$ cat src/rtl/seg7_scan_driver.sv
// Multiplexed 4-digit 7-segment driver for an MM:SS stopwatch display.
// Scans one digit per SCAN_DIV-cycle slot with a blanked lead-in against
// ghosting, shows digits from a frame-aligned snapshot so a frame never
// mixes old and new counter values, and blinks the colon (dp of digit 2)
// while the stopwatch runs. All outputs are registered and active-low.
module seg7_scan_driver #(
  parameter int unsigned SCAN_DIV  = 50000,
  parameter int unsigned BLANK_CYC = 16,
  parameter int unsigned BLINK_DIV = 25000000
) (
  input  logic       clk,
  input  logic       reset_n,
  input  logic [3:0] sec_ones,
  input  logic [3:0] sec_tens,
  input  logic [3:0] min_ones,
  input  logic [3:0] min_tens,
  input  logic       running,
  input  logic       blank_lz,
  output logic [3:0] an,
  output logic [6:0] seg,
  output logic       dp,
  output logic       frame_tick
);

  localparam int unsigned SCW = $clog2(SCAN_DIV);
  localparam int unsigned BKW = $clog2(BLINK_DIV);

  localparam logic [SCW-1:0] SCAN_LAST  = SCW'(SCAN_DIV - 1);
  localparam logic [SCW-1:0] BLANK_END  = SCW'(BLANK_CYC);
  localparam logic [BKW-1:0] BLINK_LAST = BKW'(BLINK_DIV - 1);

  localparam logic [6:0] SEG_OFF  = 7'h7F;
  localparam logic [6:0] SEG_DASH = 7'h3F;

  // Active-low {g,f,e,d,c,b,a}; non-BCD codes show a dash.
  function automatic logic [6:0] decode_digit(input logic [3:0] d);
    case (d)
      4'd0:    decode_digit = 7'h40;
      4'd1:    decode_digit = 7'h79;
      4'd2:    decode_digit = 7'h24;
      4'd3:    decode_digit = 7'h30;
      4'd4:    decode_digit = 7'h19;
      4'd5:    decode_digit = 7'h12;
      4'd6:    decode_digit = 7'h02;
      4'd7:    decode_digit = 7'h78;
      4'd8:    decode_digit = 7'h00;
      4'd9:    decode_digit = 7'h10;
      default: decode_digit = SEG_DASH;
    endcase
  endfunction

  logic [SCW-1:0]  scan_cnt_q;
  logic [1:0]      idx_q;
  logic [BKW-1:0]  blink_cnt_q;
  logic            blink_q;
  logic [3:0][3:0] snap_q;       // [0]=sec_ones .. [3]=min_tens
  logic            frame_tick_q;
  logic [3:0]      an_q,  an_d;
  logic [6:0]      seg_q, seg_d;
  logic            dp_q,  dp_d;

  logic slot_end;
  logic frame_wrap;

  assign slot_end   = (scan_cnt_q == SCAN_LAST);
  assign frame_wrap = slot_end && (idx_q == 2'd3);

  // Slot timer and digit index; the index advances on the last cycle of a slot.
  // NOTE: sequential state uses non-blocking assignments so every register
  // samples pre-edge values regardless of block ordering.
  always_ff @(posedge clk or negedge reset_n) begin
    if (!reset_n) begin
      scan_cnt_q <= '0;
      idx_q      <= 2'd0;
    end else if (slot_end) begin
      scan_cnt_q <= '0;
      idx_q      <= idx_q + 2'd1;
    end else begin
      scan_cnt_q <= scan_cnt_q + SCW'(1);
    end
  end

  // Frame snapshot of the input digits, taken as idx wraps 3->0.
  // NOTE: the snapshot is reset (not left uninitialised like a RAM) because
  // the first frame after reset must display zeros.
  always_ff @(posedge clk or negedge reset_n) begin
    if (!reset_n) begin
      snap_q       <= '0;
      frame_tick_q <= 1'b0;
    end else begin
      frame_tick_q <= frame_wrap;
      if (frame_wrap) begin
        snap_q <= {min_tens, min_ones, sec_tens, sec_ones};
      end
    end
  end

  // Free-running colon blink phase, independent of the run status.
  always_ff @(posedge clk or negedge reset_n) begin
    if (!reset_n) begin
      blink_cnt_q <= '0;
      blink_q     <= 1'b0;
    end else if (blink_cnt_q == BLINK_LAST) begin
      blink_cnt_q <= '0;
      blink_q     <= ~blink_q;
    end else begin
      blink_cnt_q <= blink_cnt_q + BKW'(1);
    end
  end

  // Next display state from slot position, snapshot and live run/blank inputs.
  // NOTE: every output gets a default first so no path can infer a latch.
  always_comb begin
    an_d  = 4'hF;
    seg_d = SEG_OFF;
    dp_d  = 1'b1;
    if ((scan_cnt_q >= BLANK_END) &&
        !((idx_q == 2'd3) && blank_lz && (snap_q[3] == 4'd0))) begin
      an_d  = ~(4'b0001 << idx_q);
      seg_d = decode_digit(snap_q[idx_q]);
      dp_d  = !((idx_q == 2'd2) && (!running || blink_q));
    end
  end

  // Registered pad drivers: one cycle behind the scan state.
  always_ff @(posedge clk or negedge reset_n) begin
    if (!reset_n) begin
      an_q  <= 4'hF;
      seg_q <= SEG_OFF;
      dp_q  <= 1'b1;
    end else begin
      an_q  <= an_d;
      seg_q <= seg_d;
      dp_q  <= dp_d;
    end
  end

  assign an         = an_q;
  assign seg        = seg_q;
  assign dp         = dp_q;
  assign frame_tick = frame_tick_q;

endmodule

$ cat config.mk
export PLATFORM = sky130hd
export DESIGN_NAME = seg7_scan_driver
export DESIGN_NICKNAME = d
export VERILOG_FILES = /design/src/rtl/seg7_scan_driver.sv
export SDC_FILE = /design/constraint.sdc
export NUM_CORES = 1
export LEC_CHECK = 0
export BUFFER_PORTS_ARGS = -buffer_cell sky130_fd_sc_hd__buf_4
export CORE_MARGIN = 2
export CORE_UTILIZATION = 48
export DETAILED_ROUTE_END_ITERATION = 12
export GPL_ROUTABILITY_DRIVEN = 0
export HOLD_SLACK_MARGIN = 0.1
export PLACE_DENSITY_LB_ADDON = 0.12
export SLEW_MARGIN = 20
export SYNTH_ARGS = -nofsm -noshare
export SYNTH_HDL_FRONTEND = slang
export SYNTH_SLANG_ARGS = --single-unit
$ cat constraint.sdc
create_clock -name clk -period 2.1 [get_ports clk]
set_clock_uncertainty 0.15 [all_clocks]
set_input_delay 0.105 -clock clk [delete_from_list [all_inputs] [get_ports clk]]
set_output_delay 0.105 -clock clk [all_outputs]
set_load 0.05 [all_outputs]
Word-level counts from Yosys, hierarchy flattened:

Memory sizes are Yosys's and may differ from the RTL's.
Cells that the tools add are included.

* input port bits: 20
* memory bits (read-only): 112
* output and inout bits: 13
* memories: 1
* register bits after elaboration: 73

* multiplexer cells: 7
* order comparisons: 2
* reductions and logical operators: 10
* equal/unequal tests: 4
* bitwise operators: 2
* shifts and indexed selects: 1
* add/sub/neg operators: 3

Memory list
* (name not given): words 16, width 7, rd ports 1, clocked after Yosys merged registers in 0, wr ports 0, line 37 `case (d)`

Operator list (count)
* 25-bit by 1-bit adder with 25-bit output (second input constant): 1
* 25-bit equality test (second input constant): 1
* 25-bit two-way mux: 1
* 16-bit by 1-bit adder with 16-bit output (second input constant): 1
* 16-bit equality test (second input constant): 1
* 16-bit by 5-bit >= comparator with 1-bit output (second input constant): 1
* 16-bit two-way mux: 1
* 4-bit binary-select mux with 2-bit select: 1
* 4-bit two-way mux: 2
* 7-bit two-way mux: 1
* 1-bit logical AND: 5
* 2-bit equality test (second input constant): 2
* 4-bit logical NOT: 1
* 4-bit inverter: 1
* 1-bit by 2-bit << shifter with 4-bit output (first input constant): 1
* 1-bit logical NOT: 3
* 2-bit by 3-bit < comparator with 1-bit output (second input constant): 1
* 2-bit by 1-bit adder with 2-bit output (second input constant): 1
* 1-bit logical OR: 1
* 1-bit two-way mux: 1
* 1-bit inverter: 1

Depth between registers and ports, before layout:

Gate-level depths: netlist of run 1.

* word-level depth: 6
* gate-level depth with buffers: 7
* mapped depth without buffers: 6

Worst setup path after synthesis of run 1:

OpenSTA, ideal clock, no wires.

* path kind: register to register
* start point: register scan_cnt_q[0]
* end point: register snap_q[0] (netlist bit)
* period minus slack after synthesis: 1993 ps
* setup slack: 107 ps
* cell stages (with the launch flop): 8
* buffers on the path: 2
* required time: 1823 ps
* data arrival time: 1716 ps
* cell sequence: dfrtp_1 ha_1 nand3_2 nor3_2 and3_1 buf_4 buf_8 mux2_1

* longest elaborated chain between the ends: 2

RTL lines
* from (decl): line 52 `logic [SCW-1:0] scan_cnt_q;`
* from (signal assigned): line 79 `scan_cnt_q <= scan_cnt_q + SCW'(1);`
* 16-bit equality test: line 65 `assign slot_end = (scan_cnt_q == SCAN_LAST);`
* 1-bit logical AND: line 66 `assign frame_wrap = slot_end && (idx_q == 2'd3);`
* net frame_wrap: line 63 `logic frame_wrap;`
* to (signal assigned): line 93 `snap_q <= {min_tens, min_ones, sec_tens, sec_ones};`
* to (decl): line 56 `logic [3:0][3:0] snap_q;`

The timed path passes the listed nets, and every way through them passes these cells.
A chain may end at the register's enable or synchronous reset.

Worst setup path in the final report of run 1:

* start point: register scan_cnt_q[0]
* end point: register snap_q[2] (netlist bit)

* longest elaborated chain between the ends: 2

RTL lines (line)
* 16-bit equality test: 65
* 1-bit logical AND: 66

Every way passes these cells.

==> run summary, run 1 <==
The number of remaining DRC errors is 0. Hold timing on the final database bottoms out at a slack of 0.112 ns. The post-synthesis net count is 340. After synthesis, the share of flip-flops with an asynchronous set or reset is 100%.

The leading cell type in the layout, fill and taps excluded is sky130_fd_sc_hd__dfrtp_1. The core region is approximately 7200 um2. The detailed-route via count is 2490. The met2 routing resource usage after global routing came out at 28.4%. STA classifies the critical path startpoint as a register. The mean number of vias per cell came out at approximately 5.2. In this run the worst path has a maximum fanout of 17. VDD sags by at most ~0.38 mV. The count of port buffers added during placement is 32. The number of hold violations in the final report is 0.

In the final layout, the multi-input gates occupy about 1600 um2. The initial standard-cell utilization of the core came out at about 49%. For this block, the routed nets add up to approximately 6500 um of wire. The full die area is 8120 um2. The pin slew with the least headroom to its limit is between 0.4 and 0.5 ns. Summing all placed instances gives a cell area of 3970 um2.

The number of antenna violations at the first check in global routing is 0. The reg-to-reg setup timing slack came out at about 0.12 ns. The maximum number of pins on one net before global-route repair is 47. The number of different library cells in the post-synthesis netlist came out at 51.

The number of global-route vias before repair is 2500. At the worst endpoint, the required time is 2.16 ns. Dividing total power by cell area gives a power density of 593 nW/um2. The post-CTS repair timing setup buffer count is 0.

The aggregate global routing overflow is 0. The number of nets in the layout is 406. The clock-pin transition on the worst setup and hold timing paths came out at 0.07 ns. Setup repair after global routing left no endpoint under its margin. The setup slack at placement is 0.134 ns. The standard-cell row count is 31. The height of the chip is 90.1 um.

The synthesis-stage register bit count came out at 73. The min-delay analysis places its worst path in the category in2async. The boundary pin count is 33. The count of cells along the worst register-to-register path came out at 6. The flow ran to the end, and the final reports show no timing, DRC or antenna violations. The maximum buffer depth of the clock tree came out at 2.

The first-pass iteration count of the detailed router is 4. The count of clock tree sinks is 73. The combined flip-flop and latch cell area is around 1800 um2. The mean area per synthesized cell came out at between 10 and 15 um2. The tree is rooted in a sky130_fd_sc_hd__clkbuf_8.

The proportion of layout cells with a drive suffix above 1 is 25.9%. The summed instance area of the synthesized netlist is 3560 um2. The detailed placement HPWL is 4580 um. The timing-limited maximum frequency came out at just over 0.5 GHz.

The area growth from synthesis to layout is 22.8%. The met1 capacity usage during global routing came out at 23.3%. The most congested layer reported by global routing is met2. TritonCTS built the clock tree. The met3 track demand over resource in global routing came out at 5.87%. The number of inserted filler cells in the final layout came out at 619. The total design power came out at 2590 uW.

The summed negative setup slack over all endpoints came out at 0 ns. The clock insertion delay at the later pin of the skew report is 0.34 ns. The reg-to-reg critical path startpoint is scan_cnt_q[0]$_DFF_PN0_. The top cell types in the final layout, fill and taps aside, are sky130_fd_sc_hd__dfrtp_1 (60), sky130_fd_sc_hd__buf_4 (42), sky130_fd_sc_hd__nor2_1 (21), sky130_fd_sc_hd__nand2_1 (20), sky130_fd_sc_hd__dlygate4sd3_1 (18). The aggregate global-route resource usage came out at between 10% and 20%. The horizontal die dimension is between 90 and 100 um. Summing the sequential cell areas from Yosys gives 51.8% of the chip area. The detail route stage leaves a number of antenna-violating nets equal to 0.

In the synthesized netlist the dominant register cell turns out to be sky130_fd_sc_hd__dfrtp_1. The endpoint identified for the worst register-to-register timing path is snap_q[2]$_DFFE_PN0P_. The type of the setup path with the least slack is reg2reg.

The H-tree was split into 3 levels. The leakage power of the design is 0.00199 uW. The critical path arrival came out at 2.04 ns.

The final count of pins violating max slew came out at 0. The number of warning messages in the yosys log is 0. The number of diodes came out at 0.

After the first detailed-routing iteration, the DRC count stood at slightly below 60. The worst setup path is captured at a register. The number of standard cells after synthesis is 308. The TritonCTS buffer count came out at 9. Setup violations remaining at the end of the flow were counted as 0.

The minimum clock period is 1.98 ns. The wire length per cell is roughly 14 um. Max-cap violations in this run came to 0. The worst-case setup margin in the final layout came out at 0.117 ns. In the finished design, the share of the clock period the worst path needs comes to 94.4%. The total non-filler cell area in the finished layout is ~4400 um2. The headroom to the max-slew limit came out at 66.9%. The number of synthesized flops with an enable pin is 0. The first global-routing pass estimated 11700 um of wire.
[kinds of logic (layout without fill, tap and decap cells)]
kind of cell / after synthesis / count (layout) / synth area share (%)
multiplexers: 23 / 23 / 8.47
flip-flops: 73 / 73 / 51.8
adder cells (fa/ha/maj): 12 / 12 / 4.22
AND/OR/NAND/NOR: 121 / 121 / 20.3
AO/OA/AOI/OAI: 33 / 33 / 5.27
XOR/XNOR: 29 / 29 / 7.14
buffers and inverters: 17 / 88 / 2.88
[worst max-delay path, stage by stage (launching register included)]
cell	delay (ns)
sky130_fd_sc_hd__dfrtp_1	0.40
sky130_fd_sc_hd__ha_1	0.20
sky130_fd_sc_hd__nand3_2	0.13
sky130_fd_sc_hd__nor3_2	0.24
sky130_fd_sc_hd__and3_1	0.23
sky130_fd_sc_hd__buf_12	0.17
sky130_fd_sc_hd__mux2_1	0.34
[layout make-up]
type                    count  area share (%)
clock buffers              13            3.64
clock inverters             3           0.916
inverters                   9           0.773
multi-input cells         218            36.9
flip-flops and latches     73            42.2
well taps                  99            2.84
repair buffers             63            12.7
[flip-flops by register name (all words and copies together), names as in the netlist, 2 cells and up]
name / flops
an: 4
blink_cnt_q: 25
idx_q: 2
scan_cnt_q: 16
seg: 7
snap_q: 16
[worst max path at each step]
stage	startpoint	to	slack [ns]	cells after the start
after floorplan	scan_cnt_q[0]$_DFF_PN0_	snap_q[0]$_DFFE_PN0P_	0.11	7
after global placement	idx_q[0]$_DFFE_PN0N_	seg[0]$_DFF_PN1_	0.12	5
after detailed placement	blink_cnt_q[1]$_DFF_PN0_	blink_cnt_q[24]$_DFF_PN0_	0.13	5
after CTS	scan_cnt_q[0]$_DFF_PN0_	snap_q[2]$_DFFE_PN0P_	0.10	6
after global routing	idx_q[0]$_DFFE_PN0N_	seg[4]$_DFF_PN1_	0.01	6
final	scan_cnt_q[0]$_DFF_PN0_	snap_q[2]$_DFFE_PN0P_	0.12	6
[timing repair]
item / 4_1_cts / 5_1_grt
gates resized for setup: 0 / 1
endpoints found under the setup margin: 0 / 3
hold endpoints to repair: 78 / 0
hold buffers: 19 / 0
[routing by layer]
| layer | vias up | part of all wire [%] |
|---|---|---|
| met5 | - | 0 |
| met4 | 0 | 1.2 |
| met3 | 8 | 3.1 |
| met2 | 43 | 49 |
| met1 | 1214 | 47 |
| li1 | 1225 | - |
[stage by stage]
| stage | utilization [%] | cells |
|---|---|---|
| floorplan | - | 308 |
| CTS | 60.5 | 478 |
| global placement | 55.0 | 443 |
| finish | 60.6 | 478 |
| global route | 60.6 | 478 |
| detailed placement | 55.0 | 443 |
[power breakdown]
group          switching (uW)  leakage, uW  internal, uW  total (uW)
sequential                  0     0.000947          1410        1410
clock                     484     0.000103           611        1100
combinational            37.6     0.000942          52.2        89.8
[synthesized netlist by cell type, types with 2 or more instances]
cell type / instances / area share (%)
sky130_fd_sc_hd__and4_1: 2 / 0.49
sky130_fd_sc_hd__nor3_1: 3 / 0.42
sky130_fd_sc_hd__nand3_1: 16 / 2.3
sky130_fd_sc_hd__or2b_1: 2 / 0.42
sky130_fd_sc_hd__mux2i_1: 2 / 0.56
sky130_fd_sc_hd__mux2_2: 8 / 2.5
sky130_fd_sc_hd__nor4b_1: 2 / 0.49
sky130_fd_sc_hd__a21oi_2: 2 / 0.49
sky130_fd_sc_hd__inv_1: 9 / 0.95
sky130_fd_sc_hd__and2_1: 3 / 0.53
sky130_fd_sc_hd__buf_4: 3 / 0.63
sky130_fd_sc_hd__a21oi_1: 11 / 1.5
sky130_fd_sc_hd__o21ai_0: 12 / 1.7
sky130_fd_sc_hd__buf_6: 2 / 0.63
sky130_fd_sc_hd__nor3_2: 3 / 0.84
sky130_fd_sc_hd__nor2b_1: 3 / 0.53
sky130_fd_sc_hd__or3_1: 4 / 0.70
sky130_fd_sc_hd__ha_1: 12 / 4.2
sky130_fd_sc_hd__nand2_1: 20 / 2.1
sky130_fd_sc_hd__xor2_1: 16 / 3.9
sky130_fd_sc_hd__dfstp_2: 12 / 8.9
sky130_fd_sc_hd__and4_2: 2 / 0.56
sky130_fd_sc_hd__nand2b_1: 2 / 0.35
sky130_fd_sc_hd__o31ai_1: 3 / 0.63
sky130_fd_sc_hd__nand4_1: 12 / 2.1
sky130_fd_sc_hd__o21ai_1: 2 / 0.28
sky130_fd_sc_hd__or4_1: 2 / 0.42
sky130_fd_sc_hd__nor2_1: 21 / 2.2
sky130_fd_sc_hd__mux2_1: 9 / 2.8
sky130_fd_sc_hd__mux4_2: 4 / 2.5
sky130_fd_sc_hd__nor3b_1: 2 / 0.42
sky130_fd_sc_hd__dfrtp_1: 61 / 43
sky130_fd_sc_hd__nor4_1: 2 / 0.35
sky130_fd_sc_hd__xnor2_1: 13 / 3.2
sky130_fd_sc_hd__and3_1: 10 / 1.8
(Power assumes the default switching activity.)
==> inputs of run 2 (changes only) <==
- CELL_PAD_IN_SITES_DETAIL_PLACEMENT: not set -> 1
- CELL_PAD_IN_SITES_GLOBAL_PLACEMENT: not set -> 1
- CORE_UTILIZATION: 48 -> 43
- SLEW_MARGIN: 20 -> not set
==> run 2 against run 1 <==
Compared with the run above: global-route usage is 1.7 points higher; register-to-register slack hardly changed; critical endpoint is now seg[1]$_DFF_PN1_; utilization is 6.2 points lower; clock power hardly changed; die area is 11% higher; total power is 0.33% lower; critical path depth is 1 lower; cell count is 2.5% higher; critical path type unchanged; largest cell class unchanged.
==> run summary, run 2 (same netlist as run 1, synthesis figures left out) <==
The horizontal die dimension is 95.0 um (+5.4%). The largest registers in the layout are blink_cnt_q x25, scan_cnt_q x16, snap_q x16. The capture point of the worst reg-to-reg path is seg[1]$_DFF_PN1_. The library cells used most frequently in the layout, excluding fill and tap cells, are sky130_fd_sc_hd__dfrtp_1 (60), sky130_fd_sc_hd__buf_4 (48), sky130_fd_sc_hd__nor2_1 (21), sky130_fd_sc_hd__nand2_1 (20), sky130_fd_sc_hd__dlygate4sd3_1 (18).

The total design power is 2580 uW (-0.33%). The aggregate global routing overflow was 0 (unchanged). The standard-cell row count came out at 33 (+6.5%). The maximum buffer depth of the clock tree came out at 2 (unchanged). The number of remaining DRC errors is 0 (unchanged).

The sequential cell fraction of total power is 54.4% (about the same). The number of routed nets with antenna violations was 0 (unchanged). The part of the total power dissipated in combinational logic came to 3.4% (about the same). The maximum level of the CTS H-tree came out at 3 (unchanged). The headroom to the max-slew limit came out at 65.6% (-1.4 points). The full die area is 9020 um2 (+11%). The detailed router used layers up to and including met4. The minimum clock period came to 1.98 ns (+0.00176 ns). The count of clock tree sinks is 73 (unchanged). The mean number of vias per cell is 5.28 (+1.4%).

The combined flip-flop and latch cell area came out at 1840 um2 (unchanged). The total area of multi-input combinational cells came out at 1620 um2 (+0.47%). The first-pass GRT wire length came out at 13400 um (+15%).

The proportion of layout cells with a drive suffix above 1 is 27.5% (+1.7 points). The net switching power is 549 uW (+5.2%). The clock insertion delay at the later pin of the skew report came out at 0.34 ns (about the same). The clock network fraction of design power came to 42.2% (about the same).

The startpoint identified for the worst register-to-register timing path is idx_q[0]$_DFFE_PN0N_. The maximum net fanout on the critical path came out at 6 (-11). The leakage power of the design is 0.00202 uW (+1.2%). The critical path's largest stage delay is 0.58 ns (+0.18 ns). The core box area is 8130 um2 (+13%). The initial detailed-routing violation count came out at 107 (+84%). The signal on the critical path passes through mux4_2 -> inv_1 -> ha_1 -> a21oi_1 -> o21ai_0. The part of the cycle the worst path needs is 94.5% (about the same).

The worst setup path is captured at a register. The number of buffer and inverter stages on the critical path came out at 1 (unchanged). The worst setup path is launched from a register. In this run the worst hold path is classified as in2async. The run finished with clean final reports. The number of nets in the layout came out at 412 (+1.5%). The setup slack at placement is 0.0108 ns (-0.123 ns). The switching power share of the total is 21.2% (+1.1 points). The maximum vdd ir drop came to 0.429 mV (+14%).

In this run the clock root is driven by a sky130_fd_sc_hd__clkbuf_8. The met3 wire length came to 196 um (-4.4%). The number of gates on the worst path with buffers counted is 5 (-1).

The clock-pin transition on the worst setup and hold timing paths came out at 0.07 ns (about the same). The data required time at the worst endpoint came out at 2.20 ns (+0.04 ns). The timing-limited maximum frequency came out at 0.504 GHz (about the same). The number of antenna violations at the first check in global routing came out at 0 (unchanged).

The number of diodes was 0 (unchanged). The worst-case setup margin in the final layout is 0.115 ns (-0.00176 ns). The height of the chip is 95.0 um (+5.4%). The critical-path cell with the highest stage delay is sky130_fd_sc_hd__mux4_2. The detailed-route via count was 2589 (+4.0%). The final-report setup violation count is 0 (unchanged). The layout overhead on the synthesized area is 24.2%. The register ranked first by flip-flop count is blink_cnt_q. The number of global-route vias before repair is 2673 (+6.9%).

The number of hold violations in the final report came out at 0 (unchanged). The boundary pin count came out at 33 (unchanged). The ratio of total power to cell area was 585 nW/um2 (-1.5%). The final count of pins violating max slew is 0 (unchanged). The count of port buffers added during placement came out at 32 (unchanged). The count of cells along the worst register-to-register path came out at 5 (-1). The pin slew with the least headroom to its limit came out at 0.516 ns (+0.0248 ns). The number of max-cap violations came to 0 (unchanged). The wire length per cell was 16.5 um (+21%). The aggregate global-route resource usage is 19.5% (+1.7 points). The number of inserted filler cells in the final layout is 878 (+42%). The maximum number of pins on one net before global-route repair is 39 (-17%).

The top cell family by delay on the critical path is multiplexers. The number of flip-flops in the largest register is 25 (unchanged). The critical path in this run is classified as reg2reg.

The total internal power came to 2030 uW (-1.7%). The critical path arrival is 2.08 ns (+0.04 ns). The detailed placement HPWL came out at 5430 um (+19%). The clock tree from TritonCTS is done. The reg-to-reg setup timing slack came out at 0.12 ns (about the same). The library cell used most frequently in the layout, excluding fill and tap cells, is sky130_fd_sc_hd__dfrtp_1. The first-pass iteration count of the detailed router came to 4 (unchanged).

The wire length the detailed router placed on met1 is 3730 um (+21%). The total wirelength of the detailed-routed design is 8100 um (+24%). The length of routed met2 wiring came out at 4130 um (+30%). The TritonCTS buffer count came out at 9 (unchanged). The initial standard-cell utilization of the core came out at 43.7% (-5.6 points).
[run 2: through the flow]
stage          cell area, um2  instances  util [%]  hold WS [ns]  TNS, ns
5_1_grt                  4420        490      54.3         0.168  -0.0104
3_5_place_dp             4010        452      49.3       -0.0339        0
6_report                 4420        490      54.3         0.127        0
4_1_cts                  4380        486      53.9         0.144        0
3_3_place_gp             4010        452      49.3       -0.0391        0
2_1_floorplan            3560        308         -        -0.341        0
[run 2: repair_timing]
| action | 4_1_cts | 5_1_grt |
|---|---|---|
| hold endpoints to repair | 78 | 0 |
| buffers inserted | 0 | 4 |
| resized for setup | 1 | 4 |
| endpoints found under the setup margin | 1 | 7 |
| hold buffers | 18 | 0 |
[run 2: cell type report]
type	instances	area share, %
well taps	105	2.97
repair buffers	69	13.6
multi-input cells	218	36.7
flip-flops and latches	73	41.7
clock buffers	13	3.37
clock inverters	3	0.906
inverters	9	0.764
[run 2: worst max-delay path by stage]
| stage | from | endpoint | slack [ns] |
|---|---|---|---|
| 6_report | idx_q[0]$_DFFE_PN0N_ | seg[1]$_DFF_PN1_ | 0.12 |
| 5_1_grt | idx_q[0]$_DFFE_PN0N_ | seg[4]$_DFF_PN1_ | -0.01 |
| 4_1_cts | blink_cnt_q[1]$_DFF_PN0_ | blink_cnt_q[14]$_DFF_PN0_ | 0.04 |
| 3_5_place_dp | idx_q[0]$_DFFE_PN0N_ | seg[2]$_DFF_PN1_ | 0.01 |
| 3_3_place_gp | idx_q[0]$_DFFE_PN0N_ | seg[1]$_DFF_PN1_ | 0.11 |
| 2_1_floorplan | scan_cnt_q[0]$_DFF_PN0_ | snap_q[0]$_DFFE_PN0P_ | 0.11 |
[run 2: per-layer routing]
| metal | GRT usage [%] | vias up |
|---|---|---|
| met2 | 32.7 | 27 |
| met3 | 3.35 | 6 |
| met1 | 26.1 | 1320 |
| li1 | - | 1236 |
| met5 | 0 | - |
| met4 | 5.80 | 0 |
[run 2: power groups by stage]
stage	Clock (uW)	Sequential (uW)	Combinational, uW
2_1_floorplan	0	1430	0.972
3_3_place_gp	0	1430	61.1
3_5_place_dp	0	1430	62.1
4_1_cts	1110	1410	88.8
5_1_grt	1180	1410	97.1
6_report	1090	1410	87.8
==> inputs of run 3 (changes only) <==
- ABC_AREA: not set -> 1
- CORE_UTILIZATION: 43 -> 40
==> run 3 against run 2 <==
Compared with the run above: register-to-register slack better by 0.15 ns; cell area rose by 9.3%; critical path depth increased by 4; sequential share of layout area down 3.5 points; combinational power grew 11%; count of clock-buffer cells in the layout shrank 2; worst setup slack improved by 0.15 ns; flip-flop and latch count unchanged; critical endpoint is now snap_q[6]$_DFFE_PN0P_; largest cell class unchanged.
==> run summary, run 3 <==
The run finished with clean final reports. The proportion of layout cells with a drive suffix above 1 came out at 17.6% (-9.9 points). The type of the setup path with the least slack is reg2reg.

The ratio of total power to cell area came to 592 nW/um2 (+1.3%). The standard-cell row count is 36 (+9.1%). By instance count, the leading cell after synthesis is sky130_fd_sc_hd__nand2_1. The number of antenna violations at the first check in global routing is 0 (unchanged).

Setup repair after global routing left no endpoint under its margin. The minimum clock period came out at 1.84 ns (-0.146 ns). The number of diodes is 0 (unchanged). The top cell types in the final layout, fill and taps aside, are sky130_fd_sc_hd__nand2_1 (146), sky130_fd_sc_hd__inv_1 (73), sky130_fd_sc_hd__nor2_1 (66), sky130_fd_sc_hd__dfrtp_1 (60), sky130_fd_sc_hd__nand3_1 (48). The timing-limited maximum frequency came out at 0.544 GHz (+7.9%). The maximum level of the CTS H-tree is 3 (unchanged). The count of clock tree sinks is 73 (unchanged). The layout overhead on the synthesized area came out at 20.2%. The critical path arrival is 1.97 ns (-0.11 ns). The synthesis-stage register bit count is 73 (unchanged). The number of nets in the layout is 605 (+47%).

After synthesis, the cell types taking the most area are sky130_fd_sc_hd__dfrtp_1 (38%), sky130_fd_sc_hd__nand2_1 (14%), sky130_fd_sc_hd__dfstp_2 (7.8%). The mean area per synthesized cell was 7.82 um2 (-32%). The total area of multi-input combinational cells is 1810 um2 (+12%). The tree is rooted in a sky130_fd_sc_hd__clkbuf_8.

The biggest area consumer among synthesized cells is sky130_fd_sc_hd__dfrtp_1. The reg-to-reg setup timing slack is 0.26 ns (+0.15 ns). The number of max-cap violations is 0 (unchanged). The final count of pins violating max slew came to 0 (unchanged).

The pin slew with the least headroom to its limit is 0.574 ns (+0.0578 ns). The number of flip-flops in the largest register was 25 (unchanged). The post-synthesis async set-or-reset flop share was 100% (unchanged). The first-pass GRT wire length is 17400 um (+30%). The proportion of netlist area held by the largest area contributor came out at 38.0% (-4.9 points).

The leakage power of the design is 0.00235 uW (+17%). The endpoint identified for the worst register-to-register timing path is snap_q[6]$_DFFE_PN0P_. The part of the cycle the worst path needs is 87.6% (-7.0 points). The number of synthesized flops with an enable pin came out at 0 (unchanged). The initial standard-cell utilization of the core came out at 41.1% (-2.6 points).

The wire length per cell came to 13.6 um (-18%). The number of standard cells after synthesis came out at 514 (+67%). For this run, the leading register cell type out of synthesis is sky130_fd_sc_hd__dfrtp_1. STA classifies the critical path endpoint as a register. The post-synthesis net count came out at 546 (+61%).

The worst-case setup margin in the final layout is 0.261 ns (+0.146 ns). The headroom to the max-slew limit is 61.6% (-4.0 points). The final-report setup violation count is 0 (unchanged).

The count of port buffers added during placement is 32 (unchanged). The number of warning messages in the yosys log came out at 0 (unchanged). The total wirelength of the detailed-routed design came out at 9690 um (+20%). The combined flip-flop and latch cell area came out at 1840 um2 (unchanged). The class of the most critical hold timing path is in2async.

The largest registers in the layout are blink_cnt_q x25, scan_cnt_q x16, snap_q x16. The maximum buffer depth of the clock tree is 2 (unchanged). The mean number of vias per cell is 4.73 (-10%). The maximum vdd ir drop is 0.238 mV (-45%). STA classifies the critical path startpoint as a register.

The detailed placement HPWL came out at 7240 um (+33%). The boundary pin count is 33 (unchanged). Leaving out fill and tap cells, the most frequent cell in the layout is sky130_fd_sc_hd__nand2_1. The maximum net fanout on the critical path was 32 (+26). The detailed-route via count came out at 3365 (+30%). The clock-pin transition on the worst setup and hold timing paths came out at 0.08 ns (about the same). The setup slack at placement is 0.152 ns (+0.141 ns). The aggregate global-route resource usage is 20.1% (+0.59 points).

The initial detailed-routing violation count is 167 (+56%). The first-pass iteration count of the detailed router is 4 (unchanged). The TritonCTS buffer count is 9 (unchanged). TritonCTS built the clock tree.

The number of remaining DRC errors is 0 (unchanged). The full die area came out at 10900 um2 (+20%). Ranked by instance count, the synthesized netlist is headed by sky130_fd_sc_hd__nand2_1 (146), sky130_fd_sc_hd__inv_1 (73), sky130_fd_sc_hd__nor2_1 (66). The count of cells along the worst register-to-register path is 9 (+4). The aggregate global routing overflow is 0 (unchanged). The number of inserted filler cells in the final layout is 1212 (+38%). The height of the chip came out at 104 um (+9.8%). The core box area is 9770 um2 (+20%). The horizontal die dimension came out at 104 um (+9.8%).

The maximum number of pins on one net before global-route repair is 63 (+62%). The number of routed nets with antenna violations came out at 0 (unchanged). The number of hold violations in the final report is 0 (unchanged). The summed negative setup slack over all endpoints is 0 ns (unchanged). The summed instance area of the synthesized netlist was 4020 um2 (+13%). The number of global-route vias before repair came out at 3678 (+38%). The data required time at the worst endpoint came out at 2.23 ns (+0.03 ns). The number of different library cells in the post-synthesis netlist is 30 (-41%). The sequential share of the synthesized area came out at 45.8% (-5.9 points). More flip-flops sit in one register than any other, and that register is blink_cnt_q. The clock insertion delay at the later pin of the skew report is 0.35 ns (about the same). The reg-to-reg critical path startpoint is scan_cnt_q[0]$_DFF_PN0_.
==> run 3: changes by cell type in the layout (fill, tap and decap cells not counted), sizes merged, moves of 5 or more <==
cell | previous run | this run
nand2 | 20 | 149
inv | 9 | 74
nor2 | 21 | 81
nand3 | 17 | 49
mux2 | 17 | 0
buf | 51 | 35
a21oi | 13 | 2
and3 | 10 | 0
xnor2 | 13 | 3
nand4 | 13 | 6
o21ai | 14 | 20
nor3 | 7 | 12
==> run 3: through the flow <==
stage | hold WS [ns] | utilization, % | power, uW | area (um2) | instances
5_1_grt | 0.187 | 49.4 | 3000 | 4830 | 711
6_report | 0.159 | 49.4 | 2860 | 4830 | 711
3_3_place_gp | -0.176 | 45.0 | 1500 | 4390 | 676
3_5_place_dp | -0.179 | 45.0 | 1500 | 4390 | 676
4_1_cts | 0.168 | 49.4 | 2900 | 4830 | 711
2_1_floorplan | -0.341 | - | 1440 | 4020 | 514
==> run 3: power by group <==
| part | switching, uW | leakage, uW | internal (uW) | total (uW) |
|---|---|---|---|---|
| clock network | 537 | 0.000120 | 820 | 1360 |
| logic | 46.0 | 0.00137 | 51.4 | 97.4 |
| registers | 0 | 0.000864 | 1410 | 1410 |
==> run 3: layout make-up <==
class | count | share of cell area (%)
clock buffers | 11 | 2.93
clock inverters | 5 | 2.12
inverters | 77 | 6.17
multi-input cells | 358 | 37.5
flip-flops and latches | 73 | 38.2
well taps | 133 | 3.45
repair buffers | 54 | 9.64
==> run 3: worst max path at each step <==
stage / to / cells after the start / slack, ns / startpoint
CTS: seg[5]$_DFF_PN1_ / 9 / 0.15 / idx_q[0]$_DFFE_PN0N_
finish: snap_q[6]$_DFFE_PN0P_ / 9 / 0.26 / scan_cnt_q[0]$_DFF_PN0_
global route: seg[5]$_DFF_PN1_ / 8 / 0.06 / idx_q[1]$_DFFE_PN0N_
detailed placement: seg[5]$_DFF_PN1_ / 9 / 0.15 / idx_q[0]$_DFFE_PN0N_
floorplan: blink_cnt_q[19]$_DFF_PN0_ / 9 / 0.47 / blink_cnt_q[0]$_DFF_PN0_
global placement: seg[5]$_DFF_PN1_ / 9 / 0.17 / idx_q[0]$_DFFE_PN0N_
==> run 3: logic make-up after synthesis <==
logic type	count (synthesis)	synth area share, %
buffers and inverters	83	9.06
AO/OA/AOI/OAI	23	4.42
flip-flops	73	45.8
adder cells (fa/ha/maj)	12	3.74
AND/OR/NAND/NOR	302	32.4
XOR/XNOR	21	4.58
==> run 3: critical path: stages, from the launching register on <==
cell and delay [ns]:
sky130_fd_sc_hd__dfrtp_1 0.41, sky130_fd_sc_hd__ha_1 0.25, sky130_fd_sc_hd__nand2_2 0.10, sky130_fd_sc_hd__clkinv_2 0.06, sky130_fd_sc_hd__nand2_1 0.09, sky130_fd_sc_hd__nor2_1 0.08, sky130_fd_sc_hd__nand3_2 0.05, sky130_fd_sc_hd__buf_4 0.36
sky130_fd_sc_hd__nand2_1 0.13, sky130_fd_sc_hd__o21ai_2 0.08
==> run 3: repair_timing <==
action / CTS / global route
hold buffers: 19 / 0
hold endpoints to repair: 90 / 0
gates resized for setup: 0 / 1
endpoints found under the setup margin: 0 / 1
buffers inserted: 0 / 0
==> run 3: routing by layer <==
layer	track usage [%]	wire length (um)
met1	24.6	4400
met4	7.72	167
met5	0	0
met3	4.51	264
met2	34.6	4860
